$ cat config.mk
export PLATFORM = sky130hd
export DESIGN_NAME = cim_sequencer
export DESIGN_NICKNAME = d
export VERILOG_FILES = /design/src/rtl/cim_sequencer.sv
export SDC_FILE = /design/constraint.sdc
export NUM_CORES = 1
export LEC_CHECK = 0
export ABC_AREA = 1
export BUFFER_PORTS_ARGS = -buffer_cell sky130_fd_sc_hd__buf_2
export CAP_MARGIN = 20
export CORE_MARGIN = 3
export CORE_UTILIZATION = 56
export CTS_BUF_LIST = sky130_fd_sc_hd__clkbuf_4
export CTS_CLUSTER_SIZE = 28
export DETAILED_ROUTE_END_ITERATION = 8
export PLACE_DENSITY_LB_ADDON = 0.08
export SYNTH_ARGS = -nofsm -noshare
export SYNTH_HDL_FRONTEND = slang
export SYNTH_SLANG_ARGS = --single-unit
$ cat constraint.sdc
create_clock -name clk -period 2 [get_ports clk]
set_input_delay 0 -clock clk [delete_from_list [all_inputs] [get_ports clk]]
set_output_delay 0 -clock clk [all_outputs]
set_load 0.02 [all_outputs]
$ cat src/rtl/cim_sequencer.sv
// Job sequencer for a bank of compute-in-memory arrays: walks the selected arrays
// lowest-first, running col_count+1 fetch/calculate/write passes on each.
module cim_sequencer #(
    parameter int NUM_ARRAY = 16,
    parameter int COL_W     = 4,
    parameter int TMO_W     = 8
) (
    input  logic                 clk,
    input  logic                 rst,
    input  logic                 start,
    input  logic [NUM_ARRAY-1:0] array_mask,
    input  logic [COL_W-1:0]     col_count,
    input  logic                 empty_inputfifo,
    input  logic                 full_outputfifo,
    input  logic                 cal_done,
    output logic                 RD_EN_inputfifo,
    output logic                 cal_b,
    output logic                 col_en,
    output logic [NUM_ARRAY-1:0] sel_array,
    output logic                 WR_EN_outputfifo,
    output logic                 busy,
    output logic                 done,
    output logic                 err
);

    typedef enum logic [2:0] {
        IDLE  = 3'd0,
        PICK  = 3'd1,
        FETCH = 3'd2,
        CAL   = 3'd3,
        WAITC = 3'd4,
        WRITE = 3'd5,
        FIN   = 3'd6
    } state_t;

    localparam logic [NUM_ARRAY-1:0] MASK_ZERO = {NUM_ARRAY{1'b0}};
    localparam logic [NUM_ARRAY-1:0] MASK_ONE  = {{(NUM_ARRAY-1){1'b0}}, 1'b1};
    localparam logic [COL_W-1:0]     PASS_ZERO = {COL_W{1'b0}};
    localparam logic [COL_W-1:0]     PASS_ONE  = {{(COL_W-1){1'b0}}, 1'b1};
    localparam logic [TMO_W-1:0]     WDOG_ZERO = {TMO_W{1'b0}};
    localparam logic [TMO_W-1:0]     WDOG_ONE  = {{(TMO_W-1){1'b0}}, 1'b1};
    localparam logic [TMO_W-1:0]     WDOG_MAX  = {TMO_W{1'b1}};

    // Isolates the lowest set bit: v & -v.
    function automatic logic [NUM_ARRAY-1:0] lowest_one(input logic [NUM_ARRAY-1:0] v);
        return v & (~v + MASK_ONE);
    endfunction

    state_t                 state_r, state_s;
    logic [NUM_ARRAY-1:0]   rem_mask_r, rem_mask_s;
    logic [NUM_ARRAY-1:0]   sel_r, sel_s;
    logic [COL_W-1:0]       col_lim_r, col_lim_s;
    logic [COL_W-1:0]       pass_r, pass_s;
    logic [TMO_W-1:0]       wdog_r, wdog_s;
    logic                   err_r, err_s;
    logic                   rd_en_s;
    logic                   wr_en_s;

    // State and job-context registers.
    always_ff @(posedge clk) begin
        if (!rst) begin
            state_r    <= IDLE;
            rem_mask_r <= MASK_ZERO;
            sel_r      <= MASK_ZERO;
            col_lim_r  <= PASS_ZERO;
            pass_r     <= PASS_ZERO;
            wdog_r     <= WDOG_ZERO;
            err_r      <= 1'b0;
        end else begin
            state_r    <= state_s;
            rem_mask_r <= rem_mask_s;
            sel_r      <= sel_s;
            col_lim_r  <= col_lim_s;
            pass_r     <= pass_s;
            wdog_r     <= wdog_s;
            err_r      <= err_s;
        end
    end

    // Next-state, job-context updates and FIFO strobes.
    always_comb begin
        state_s    = state_r;
        rem_mask_s = rem_mask_r;
        sel_s      = sel_r;
        col_lim_s  = col_lim_r;
        pass_s     = pass_r;
        wdog_s     = wdog_r;
        err_s      = err_r;
        rd_en_s    = 1'b0;
        wr_en_s    = 1'b0;

        case (state_r)
            IDLE: begin
                sel_s = MASK_ZERO;
                if (start) begin
                    if (array_mask != MASK_ZERO) begin
                        rem_mask_s = array_mask;
                        col_lim_s  = col_count;
                        err_s      = 1'b0;
                        state_s    = PICK;
                    end else begin
                        state_s = FIN;
                    end
                end else begin
                    state_s = IDLE;
                end
            end
            PICK: begin
                sel_s   = lowest_one(rem_mask_r);
                pass_s  = PASS_ZERO;
                state_s = FETCH;
            end
            FETCH: begin
                if (!empty_inputfifo) begin
                    rd_en_s = 1'b1;
                    state_s = CAL;
                end else begin
                    state_s = FETCH;
                end
            end
            CAL: begin
                wdog_s  = WDOG_ZERO;
                state_s = WAITC;
            end
            WAITC: begin
                if (cal_done) begin
                    state_s = WRITE;
                end else begin
                    wdog_s = wdog_r + WDOG_ONE;
                    // Abort the whole job the cycle the watchdog saturates.
                    if (wdog_s == WDOG_MAX) begin
                        err_s   = 1'b1;
                        sel_s   = MASK_ZERO;
                        state_s = FIN;
                    end else begin
                        state_s = WAITC;
                    end
                end
            end
            WRITE: begin
                if (!full_outputfifo) begin
                    wr_en_s = 1'b1;
                    if (pass_r == col_lim_r) begin
                        rem_mask_s = rem_mask_r & ~sel_r;
                        if (rem_mask_s != MASK_ZERO) begin
                            state_s = PICK;
                        end else begin
                            sel_s   = MASK_ZERO;
                            state_s = FIN;
                        end
                    end else begin
                        pass_s  = pass_r + PASS_ONE;
                        state_s = FETCH;
                    end
                end else begin
                    state_s = WRITE;
                end
            end
            FIN: begin
                sel_s   = MASK_ZERO;
                state_s = IDLE;
            end
            default: begin
                sel_s   = MASK_ZERO;
                state_s = IDLE;
            end
        endcase
    end

    assign RD_EN_inputfifo  = rd_en_s;
    assign col_en           = rd_en_s;
    assign WR_EN_outputfifo = wr_en_s;
    assign cal_b            = (state_r != CAL);
    assign busy             = (state_r != IDLE);
    assign done             = (state_r == FIN);
    assign sel_array        = sel_r;
    assign err              = err_r;

endmodule

==> results.json, run 1 <==
{
  "syn_area_sq_um": 3180,
  "via_count": 3526,
  "grt_pass1_vias": 3224,
  "crit_slowest_cell": "dfxtp_4",
  "finalCoreUtilization": 0.703,
  "antenna_left": 0,
  "wl_per_cell_um": 13.0,
  "ir_worst_vdd_uv": 562,
  "ys_ff_latch": 52,
  "yosysWarnings": 0,
  "r2r_cells": 11,
  "clock_latency_ns": 0.37,
  "grt_usage": 0.267,
  "fin_crit_sh": 0.918,
  "r2r_end": "sel_array[0]",
  "wirelength_um": 8550,
  "violations": "hold timing",
  "clk_pin_slew_ns": 0.16,
  "drc_errors": 0,
  "io_pins": 49,
  "slowest_delay_ns": 0.40,
  "rows": 26,
  "final_cell_mix": "nand2_1 (138), nor2_1 (98), inv_1 (60)",
  "crit_path_max_fanout": 18,
  "multiInputGateArea_sq_um": 1810,
  "finalSetupTns_ns": 0,
  "power_w": 0.00257,
  "slew_viol_final": 0,
  "h-tree-depth": 2,
  "rsz0062_at_grt": "no",
  "syn2layout_area_growth_pct": 17.2,
  "setup_violations": 0,
  "clkSinkCount": 52,
  "wl_met3_um": 503,
  "hold_violations": 1,
  "core-area_sq_um": 5300,
  "fin_crit_ns": 1.84,
  "avgViaCountPerCell": 5.37,
  "root_buffer": "clkbuf_4",
  "fillers": 491,
  "end_kind": "register",
  "placed_area_sq_um": 3490,
  "syn_inst": 528,
  "arrival_ns": 2.15,
  "hold_class": "primary input to register",
  "final_common_cell": "nand2_1",
  "cts_tree": "built",
  "cpMostUsedCell": "nand2_1",
  "clock_path_buffers": 2,
  "grt_overflow": 0,
  "fin_skew_ns": 0.0111,
  "dieArea_sq_um": 6620,
  "worstHoldPathCells": 5,
  "holdWs_ns": -0.00417,
  "antenna_found_initial": 0,
  "dp_cells": 634,
  "grt_max_degree": 33,
  "r2r-start": "wdog_r[0]",
  "final_layout_size_suffix_gt1_frac": 0.148,
  "path_class": "register to register",
  "cp_cell_sequence": "ha_1, nand3_1, o21bai_2, nand2_1, nor2_4, nand2_4, nand2_8, nand3_4, nand2_1, inv_1, nor2_1",
  "final_cell_area_sq_um": 3730,
  "dp_hpwl_um": 6090,
  "worst_slew_pin_slew_ns": 0.467,
  "instances_no_fill": 657,
  "drtIter0Drc": 319,
  "synth_cell_types": 31,
  "timing.fmax_ghz": 0.545,
  "cp_num_buf_inv": 1,
  "powerDensity_nw_per_um2": 690,
  "status": "complete, but fails checks",
  "place_congestion": 0.899,
  "drt-met1-wl_um": 3880,
  "hold_end": "rem_mask_r[10]",
  "insertedDiodeCount": 0,
  "final_nets": 615,
  "wl_met2_um": 4060,
  "top_layer": "met4",
  "drtPass1Iterations": 5,
  "min_from": "array_mask[10]",
  "p_leak_nw": 1.84,
  "crit_required_ns": 2.31,
  "r2r_slack_ns": 0.16,
  "drv_cap": 0,
  "register_area_sq_um": 1050,
  "port_buffers": 48,
  "die_h_um": 81.4,
  "slew_headroom": 0.689,
  "initial_utilization": 0.600,
  "synth_nets": 557,
  "avgSynthCellArea_sq_um": 6.03,
  "die_w_um": 81.4,
  "critical_path.top_delay_family": "simple AND/OR/NAND/NOR gates",
  "grt_pass1_wl_um": 14100,
  "yosysSeqAreaShare": 0.327,
  "crit_path_start_kind": "register",
  "cts_buffers": 5
}
==> worst max path at each step <==
stage                          from            end  slack, ns  cells after the start
after floorplan           wdog_r[0]  sel_array[10]       0.32                     11
after global placement    wdog_r[0]   sel_array[6]       0.21                     11
after detailed placement  wdog_r[0]   sel_array[0]       0.07                     11
after CTS                 wdog_r[0]   sel_array[0]       0.03                     11
after global routing      wdog_r[1]   sel_array[4]       0.01                     11
final                     wdog_r[0]   sel_array[0]       0.16                     11
==> flip-flops by register name, summed over array words and instances, names as in the netlist <==
register and cells:
state_r 3, sel_array 16, col_lim_r 4, wdog_r 8, rem_mask_r 16, pass_r 4
err 1
==> cell families (layout without fill, tap and decap cells) <==
group	after synthesis	after routing	share of synthesized area
XOR/XNOR	2	2	0.00550
buffers and inverters	87	145	0.109
adder cells (fa/ha/maj)	3	3	0.0118
flip-flops	52	52	0.327
AO/OA/AOI/OAI	59	59	0.0967
AND/OR/NAND/NOR	325	326	0.450
==> per-stage QoR <==
stage / setup slack (ns) / hold slack [ns]
2_1_floorplan: 0.324 / 0.0941
3_3_place_gp: 0.212 / 0.272
3_5_place_dp: 0.0712 / 0.283
4_1_cts: 0.0334 / 0.000900
5_1_grt: 0.0106 / 0.00127
6_report: 0.163 / -0.00417
==> worst register-to-register path: stages (launching register included) <==
cell	delay [ns]
dfxtp_4	0.40
ha_1	0.18
nand3_1	0.17
o21bai_2	0.17
nand2_1	0.11
nor2_4	0.15
nand2_4	0.08
nand2_8	0.13
nand3_4	0.16
nand2_1	0.09
inv_1	0.04
nor2_1	0.10
==> cells in the mapped netlist (all sizes together) <==
cell	number	area, sq um
a211oi	1	7.51
a21oi	46	230
a31oi	1	6.26
buf	11	61.3
clkbuf	10	37.5
dfxtp	52	1040
ha	3	37.5
inv	66	248
nand2	146	587
nand3	37	198
nand4	27	169
nor2	103	414
nor2b	1	6.26
nor3	9	45.0
nor3b	1	7.51
nor4	1	6.26
o21ai	9	45.0
o21bai	2	18.8
xnor2	1	8.76
xor2	1	8.76
==> report_power, final <==
part | switching, W | internal [W] | leakage, nW
Combinational | 0.000485 | 0.000277 | 1.38
Sequential | 0.0000849 | 0.00112 | 0.427
Clock | 0.000344 | 0.000256 | 0.0403
==> routing by layer <==
| layer | vias to the layer above | global-route usage |
|---|---|---|
| met5 | - | 0 |
| met4 | 0 | 0.0659 |
| met1 | 1578 | 0.352 |
| met2 | 131 | 0.453 |
| li1 | 1803 | - |
| met3 | 14 | 0.0410 |
==> layout make-up <==
type	count	area share
Clock buffer	5	0.0101
Tap cell	70	0.0235
Inverter	66	0.0664
Multi-Input combinational cell	390	0.486
Clock inverter	3	0.0101
Timing Repair Buffer	71	0.123
Sequential cell	52	0.280
==> timing repair <==
action | CTS | global route
setup endpoints to repair | 0 | 16
resized for setup | 0 | 4
hold buffers | 14 | 0
buffers inserted | 0 | 0
hold endpoints to repair | 14 | 0
Power figures use the tool's default switching activity.
==> run 2: changes to the inputs <==
- CORE_UTILIZATION: 56 -> 59
- GPL_TIMING_DRIVEN: default -> 0
==> results.json, run 2 (synthesis gave the netlist of run 1 again) <==
{
  "status": "finished, final reports clean",
  "slew_viol_final": 0,
  "grt_max_degree": 17,
  "placed_area_sq_um": 3510,
  "grt_pass1_wl_um": 14700,
  "pre_cts_ws_ns": 0.0167,
  "rows": 26,
  "antenna_left": 0,
  "crit_path_start_kind": "register",
  "drc_errors": 0,
  "die_w_um": 79.5,
  "finalSetupTns_ns": 0,
  "fin_crit_sh": 0.931,
  "fin_skew_ns": 0.00985,
  "end_kind": "register",
  "cts_tree": "built",
  "crit_required_ns": 2.32,
  "multiInputGateArea_sq_um": 1820,
  "setup_slack_ns": 0.138,
  "timing.fmax_ghz": 0.537,
  "slew_headroom": 0.640,
  "crit_path_max_fanout": 10,
  "drtPass1Iterations": 5,
  "drtIter0Drc": 303,
  "clkSinkCount": 52,
  "port_buffers": 48,
  "arrival_ns": 2.18,
  "ir_worst_vdd_uv": 584,
  "setup_violations": 0,
  "root_buffer": "clkbuf_4",
  "worst_slew_pin_slew_ns": 0.540,
  "final_cell_mix": "nand2_1 (138), nor2_1 (96), inv_1 (60)",
  "clock_latency_ns": 0.38,
  "clock_path_buffers": 2,
  "wirelength_um": 8740,
  "holdWs_ns": 0.0232,
  "initial_utilization": 0.615,
  "p_leak_nw": 1.91,
  "syn2layout_area_growth_pct": 23.2,
  "grt_overflow": 0,
  "final_cell_area_sq_um": 3920,
  "cts_buffers": 5,
  "place_congestion": 0.913,
  "antenna_found_initial": 0,
  "path_class": "register to register",
  "dieArea_sq_um": 6310,
  "hold_class": "primary input to register",
  "dp_hpwl_um": 6300,
  "core-area_sq_um": 5170,
  "insertedDiodeCount": 0,
  "final_common_cell": "nand2_1",
  "io_pins": 49,
  "fin_crit_ns": 1.86,
  "die_h_um": 79.5,
  "fillers": 425,
  "clk_pin_slew_ns": 0.16,
  "finalCoreUtilization": 0.758,
  "grt_pass1_vias": 3229,
  "via_count": 3614,
  "powerDensity_nw_per_um2": 727,
  "avgViaCountPerCell": 5.32,
  "hold_violations": 0,
  "grt_usage": 0.291,
  "wl_per_cell_um": 12.9,
  "register_area_sq_um": 1050,
  "h-tree-depth": 2,
  "final_nets": 637,
  "drv_cap": 0,
  "final_layout_size_suffix_gt1_frac": 0.158
}
[run 2: cell types whose count changed in the layout (fill, tap and decap cells not counted), moves of 2 or more]
cell / before / now
clkbuf_1: 0 / 10
dlygate4sd3_1: 14 / 22
buf_2: 48 / 53
buf_4: 8 / 5
buf_1: 0 / 2
bufinv_16: 1 / 3
clkinv_1: 2 / 0
nor2_1: 98 / 96
nor2_2: 2 / 4
[run 2: timing repair]
action / 4_1_cts / 5_1_grt
setup endpoints to repair: 1 / 14
gates resized for setup: 2 / 12
hold buffers: 21 / 1
endpoints found under the hold margin: 24 / 2
setup buffers: 0 / 3
cloned: 0 / 0
pin swaps: 0 / 2
[run 2: metal layers]
| metal | global-route usage | routed length [um] | vias up | share of wire |
|---|---|---|---|---|
| met1 | 0.407 | 3960 | 1593 | 0.45 |
| met2 | 0.469 | 3990 | 159 | 0.46 |
| met4 | 0.0825 | 180 | 0 | 0.021 |
| met5 | 0 | 0 | - | 0 |
| met3 | 0.0384 | 617 | 18 | 0.071 |
| li1 | - | - | 1844 | - |
[run 2: critical path, stage by stage (launching register included)]
cell and delay (ns):
dfxtp_4 0.39, inv_1 0.11, ha_1 0.16, nand2_1 0.05
nor2_1 0.13, nand3_1 0.12, nor2_2 0.19, nand2_4 0.10
nand2_8 0.09, nand3_4 0.11, buf_8 0.17, nand2_1 0.05
inv_1 0.03, nor2_1 0.10
[run 2: path summary, 6_finish.rpt]
kind                                     from       endpoint  slack [ns]  cells past startpoint
worst max-delay path                wdog_r[0]  sel_array[10]        0.14                     13
worst min-delay path            array_mask[2]  rem_mask_r[2]        0.02                      5
worst max register to register      wdog_r[0]  sel_array[10]        0.14                     13
worst min register to register   col_lim_r[1]   col_lim_r[1]        0.48                      2
[run 2: stage by stage]
stage               cells  power, W
floorplan             528   0.00174
global placement      646   0.00193
detailed placement    646   0.00195
CTS                   675   0.00283
global route          679   0.00300
finish                679   0.00285
[run 2: cell type report]
| type | instances | area share |
|---|---|---|
| buffer | 21 | 0.0274 |
| clock buffer | 5 | 0.00957 |
| clock inverter | 3 | 0.0230 |
| inverter | 66 | 0.0632 |
| multi-input combinational | 389 | 0.464 |
| sequential | 52 | 0.268 |
| tap | 70 | 0.0223 |
| timing repair buffer | 73 | 0.123 |
[run 2: report_power, final]
part           switching, W  internal (W)
Clock              0.000344      0.000515
Combinational      0.000496      0.000290
Sequential        0.0000800       0.00112
Total              0.000921       0.00193
